File: config.mk
export PLATFORM = sky130hd
export DESIGN_NAME = inst_cache
export DESIGN_NICKNAME = d
export VERILOG_FILES = /design/src/rtl/inst_cache.sv
export SDC_FILE = /design/constraint.sdc
export NUM_CORES = 2
export LEC_CHECK = 0
export ABC_CLOCK_PERIOD_IN_PS = 4700
export BUFFER_PORTS_ARGS = -buffer_cell sky130_fd_sc_hd__buf_4
export CAP_MARGIN = 40
export CORE_ASPECT_RATIO = 0.75
export CORE_MARGIN = 2
export CORE_UTILIZATION = 31
export DETAILED_ROUTE_END_ITERATION = 6
export GPL_TIMING_DRIVEN = 0
export PLACE_DENSITY = 0.46
export SYNTH_ARGS = -nofsm -noshare
export SYNTH_HDL_FRONTEND = slang
export SYNTH_SLANG_ARGS = --single-unit
File: constraint.sdc
create_clock -name clk -period 4.7 [get_ports clk]
set_clock_uncertainty 0.05 [all_clocks]
set_input_delay 0.235 -clock clk [delete_from_list [all_inputs] [get_ports clk]]
set_output_delay 0.235 -clock clk [all_outputs]
set_load 0.005 [all_outputs]
File: src/rtl/inst_cache.sv
// Direct-mapped instruction cache: zero-latency hits, blocking 4-word refill
// burst from a word-wide backing memory, flush-all and async reset.
module inst_cache #(
    parameter int LINE_NUM   = 16,
    parameter int LINE_WORDS = 4
) (
    input  logic        clk,
    input  logic        rst,
    input  logic        inst_ren,
    input  logic [31:0] inst_addr,
    output logic [31:0] inst_data,
    output logic        inst_stall,
    input  logic        flush,
    output logic        mem_req,
    output logic [31:0] mem_addr,
    input  logic        mem_ack,
    input  logic [31:0] mem_rdata
);
    localparam int IDX_W  = $clog2(LINE_NUM);
    localparam int WORD_W = $clog2(LINE_WORDS);
    localparam int TAG_W  = 32 - IDX_W - WORD_W - 2;
    localparam int LA_W   = TAG_W + IDX_W;

    typedef enum logic [1:0] {IDLE, REFILL, RESUME} state_t;
    state_t state, state_d;

    logic [LINE_NUM-1:0] valid;
    logic [TAG_W-1:0]    tag_mem  [LINE_NUM];
    logic [31:0]         data_mem [LINE_NUM][LINE_WORDS];

    logic [TAG_W-1:0]  a_tag;
    logic [IDX_W-1:0]  a_idx;
    logic [WORD_W-1:0] a_word;
    logic              unused_addr_bits;

    assign a_tag            = inst_addr[31 -: TAG_W];
    assign a_idx            = inst_addr[WORD_W+2 +: IDX_W];
    assign a_word           = inst_addr[2 +: WORD_W];
    assign unused_addr_bits = ^inst_addr[1:0];

    // miss_addr holds {tag, index} of the line being refilled
    logic [LA_W-1:0]   miss_addr;
    logic [TAG_W-1:0]  m_tag;
    logic [IDX_W-1:0]  m_idx;
    logic [WORD_W-1:0] cnt;
    logic              squash;
    logic              hit, lookup_miss, last_ack;

    assign m_tag = miss_addr[LA_W-1 -: TAG_W];
    assign m_idx = miss_addr[IDX_W-1:0];

    assign hit         = inst_ren & (state == IDLE) & valid[a_idx] & (tag_mem[a_idx] == a_tag);
    assign lookup_miss = inst_ren & (state == IDLE) & ~hit;
    assign last_ack    = (state == REFILL) & mem_ack & (cnt == WORD_W'(LINE_WORDS - 1));

    assign inst_data  = hit ? data_mem[a_idx][a_word] : '0;
    assign inst_stall = (inst_ren & ~hit) | (state != IDLE);
    assign mem_req    = (state == REFILL);
    assign mem_addr   = {miss_addr, cnt, 2'b00};

    always_comb begin
        state_d = state;
        case (state)
            IDLE:    if (lookup_miss) state_d = REFILL;
            REFILL:  if (last_ack)    state_d = RESUME;
            RESUME:  state_d = IDLE;
            default: state_d = IDLE;
        endcase
    end

    always_ff @(posedge clk or negedge rst) begin
        if (!rst) begin
            state     <= IDLE;
            cnt       <= '0;
            miss_addr <= '0;
            squash    <= 1'b0;
        end else begin
            state <= state_d;
            if (lookup_miss) begin
                miss_addr <= {a_tag, a_idx};
                cnt       <= '0;
                squash    <= 1'b0;
            end else if (state == REFILL) begin
                if (mem_ack) cnt <= cnt + WORD_W'(1);
                // a flush seen mid-burst keeps the refilled line from going valid
                if (flush)   squash <= 1'b1;
            end
        end
    end

    // flush has priority over the final-ack valid set
    always_ff @(posedge clk or negedge rst) begin
        if (!rst) begin
            valid <= '0;
        end else if (flush) begin
            valid <= '0;
        end else if (lookup_miss) begin
            valid[a_idx] <= 1'b0;
        end else if (last_ack && !squash) begin
            valid[m_idx] <= 1'b1;
        end
    end

    always_ff @(posedge clk) begin
        if (state == REFILL && mem_ack) data_mem[m_idx][cnt] <= mem_rdata;
        if (last_ack)                   tag_mem[m_idx]       <= m_tag;
    end
endmodule

==> flow_summary.json <==
{
  "drt_iter0_drc": 5391,
  "yosys-top-cells-count": "edfxtp_1, mux4_2, clkbuf_1",
  "layout-drive-gt1-share": 0.352,
  "synth.avg_cell_area_um2": 24.4,
  "io_pins": 135,
  "initial_core_util": 0.312,
  "critPathKind": "primary input to primary output",
  "rsz0062_at_grt": "false",
  "vias": 46000,
  "cp_common_cell": "buf_6",
  "cts_inserted_buffers": 273,
  "slowest_stage": "mux4_2",
  "grt.total_usage": 0.183,
  "post-dp-hpwl_mm": 194,
  "crit_path_start_kind": "primary input",
  "synthToLayoutAreaGrowth_pct": 20.8,
  "path_cells": "buf_2, buf_6, buf_6, buf_6, buf_4, clkbuf_2, buf_8, buf_1, buf_6, mux4_2, mux4_2, mux4_2, nor2b_2, buf_4",
  "coreArea_um2": 307000,
  "avgViaCountPerCell": 5.17,
  "max_freq_mhz": 215,
  "path_max_fanout": 10,
  "place.gp.congestion": 0.833,
  "hold_viol": 0,
  "maxCapViolations": 0,
  "synth_edf_count": 2432,
  "fin_total_pwr_uw": 50900,
  "drtPass1Iterations": 5,
  "synth-async-reset-ratio": 0.0198,
  "netlist_area_um2": 95500,
  "fin_ws_ns": 0.0549,
  "wl_per_cell_um": 32.4,
  "yosysSeqAreaShare": 0.778,
  "slew_headroom": 0.388,
  "cts_sinks": 2481,
  "dp_slack_ns": -1.42,
  "crit_path_end_kind": "primary output",
  "yosysUniqueCellTypes": 63,
  "clk_path_buf_depth": 4,
  "port_buffers": 125,
  "rows": 176,
  "critPathArrivalTime_ns": 4.36,
  "synth_top_area_frac": 0.765,
  "ys_ff_latch": 2481,
  "outcome": "finished, final reports clean",
  "design_area_um2": 115000,
  "drcViolationCount": 0,
  "max_stage_delay_ns": 0.60,
  "holdCritPathClass": "primary input to flop",
  "synthTopCellsByArea": "edfxtp_1, mux4_2, dfrtp_1, mux2i_1, buf_2",
  "cp.required_ns": 4.41,
  "period_needed_ns": 4.65,
  "p_leak_uw": 0.0361,
  "insertion_delay_ns": 0.85,
  "die_y_um": 485,
  "htreeDepth": 5,
  "layout.nets": 4657,
  "tritoncts": "done",
  "fp.dieW_um": 645,
  "root_buffer": "clkbuf_16",
  "slew_violations": 0,
  "grt-ovfl-total": 0,
  "grt_first_pass_wirelength_mm": 397,
  "finalSetupViolCount": 0,
  "antenna_found_initial": 24,
  "dpl-instance-area_um2": 106000,
  "synth_warnings": 0,
  "ir_worst_vdd_mv": 0.255,
  "syn_inst": 3912,
  "wirelength_mm": 288,
  "yosysMostFrequentCell": "edfxtp_1",
  "synth_ff_type": "edfxtp_1",
  "die-area_um2": 313000,
  "grt_max_degree": 65,
  "grt_pass1_vias": 46600,
  "period_share": 0.988,
  "clk_pin_slew_ns": 0.06,
  "p_per_area_nw_per_um2": 441,
  "worst_slew_pin_slew_ns": 0.916,
  "ant_nets": 0,
  "synth_top_area_cell": "edfxtp_1"
}
-- worst max-delay path, delay by kind of cell --
| kind | cells | cell delay [ns] |
|---|---|---|
| simple gates | 1 | 0.21 |
| mux | 3 | 1.52 |
| buf+inv | 10 | 2.33 |
-- power by group --
part,switching [uW],leakage [uW],internal [uW]
combinational,2670,0.00953,1740
sequential,691,0.0225,25500
clock,8610,0.00404,11700
total,12000,0.0361,38900
-- metrics by stage --
stage / std cells / hold WS (ns) / setup TNS, ns / util
2_1_floorplan: 3913 / -0.111 / 0 / -
3_5_place_dp: 8340 / 0.306 / -40.54 / 0.346
5_1_grt: 8879 / 0.116 / 0 / 0.376
6_report: 8885 / 0.101 / 0 / 0.376
3_3_place_gp: 8132 / 0.306 / -5936.80 / 0.331
4_1_cts: 8874 / 0.0319 / 0 / 0.376
-- flip-flops by register name (all words and copies together), names as in the netlist --
register,flops
cnt,2
data_mem,2048
squash,1
state,2
miss_addr,28
tag_mem,384
valid,16
-- layout make-up --
class / count / area, um2
Timing Repair Buffer: 396 / 5590
Fill cell: 27600 / 191000
Sequential cell: 2481 / 74300
Tap cell: 4094 / 5120
Antenna cell: 11 / 27.5
Clock inverter: 119 / 947
Buffer: 209 / 1210
Inverter: 11 / 41.3
Multi-Input combinational cell: 1212 / 20900
Clock buffer: 352 / 7310
-- cells in the final DEF, fill, tap and decap left out, types with 49 or more instances in the layout --
cell type / instances
buf_4: 165
dfrtp_1: 49
mux4_2: 749
edfxtp_1: 2432
clkinv_1: 49
buf_6: 59
dlygate4sd3_1: 60
clkbuf_16: 281
buf_12: 76
clkbuf_1: 140
buf_16: 52
nor2_4: 64
mux2i_1: 69
-- cells by family (layout without fill, tap and decap cells) --
logic type,count (synthesis),in the layout,synth area share
flops,2481,2481,0.778
xor+xnor,26,26,0.00238
compound gates,111,111,0.00905
fa+ha+maj,4,4,0.000524
other cells,1,13,0.0000393
mux,853,853,0.189
buf+inv,220,1087,0.0104
simple gates,216,216,0.0112
-- final timing paths --
check,depth (start not counted),end,slack (ns),from
hold reg to reg,2,squash,0.46,squash
setup / recovery,14,inst_data[25],0.05,inst_addr[5]
setup reg to reg,10,data_mem[9][9],0.47,state[1]
min in group asynchronous,4,miss_addr[18],0.42,rst
max in group asynchronous,4,miss_addr[2],3.85,rst
hold / removal,5,cnt[0],0.10,mem_ack
-- repair_timing --
item,CTS,global route
cloned,1,0
hold buffers,61,0
endpoints found under the setup margin,33,27
setup buffers,1,0
endpoints found under the hold margin,2130,0
pin swaps,2,1
resized for setup,117,18
-- layer usage --
layer  GRT usage  wire length (um)  part of all wire
met1       0.275            133000              0.46
met2       0.276            130000              0.45
met3      0.0303             18400             0.064
met4      0.0443              6940             0.024
met5           0                87           0.00030
No activity file was read; power rests on OpenSTA's default activity.
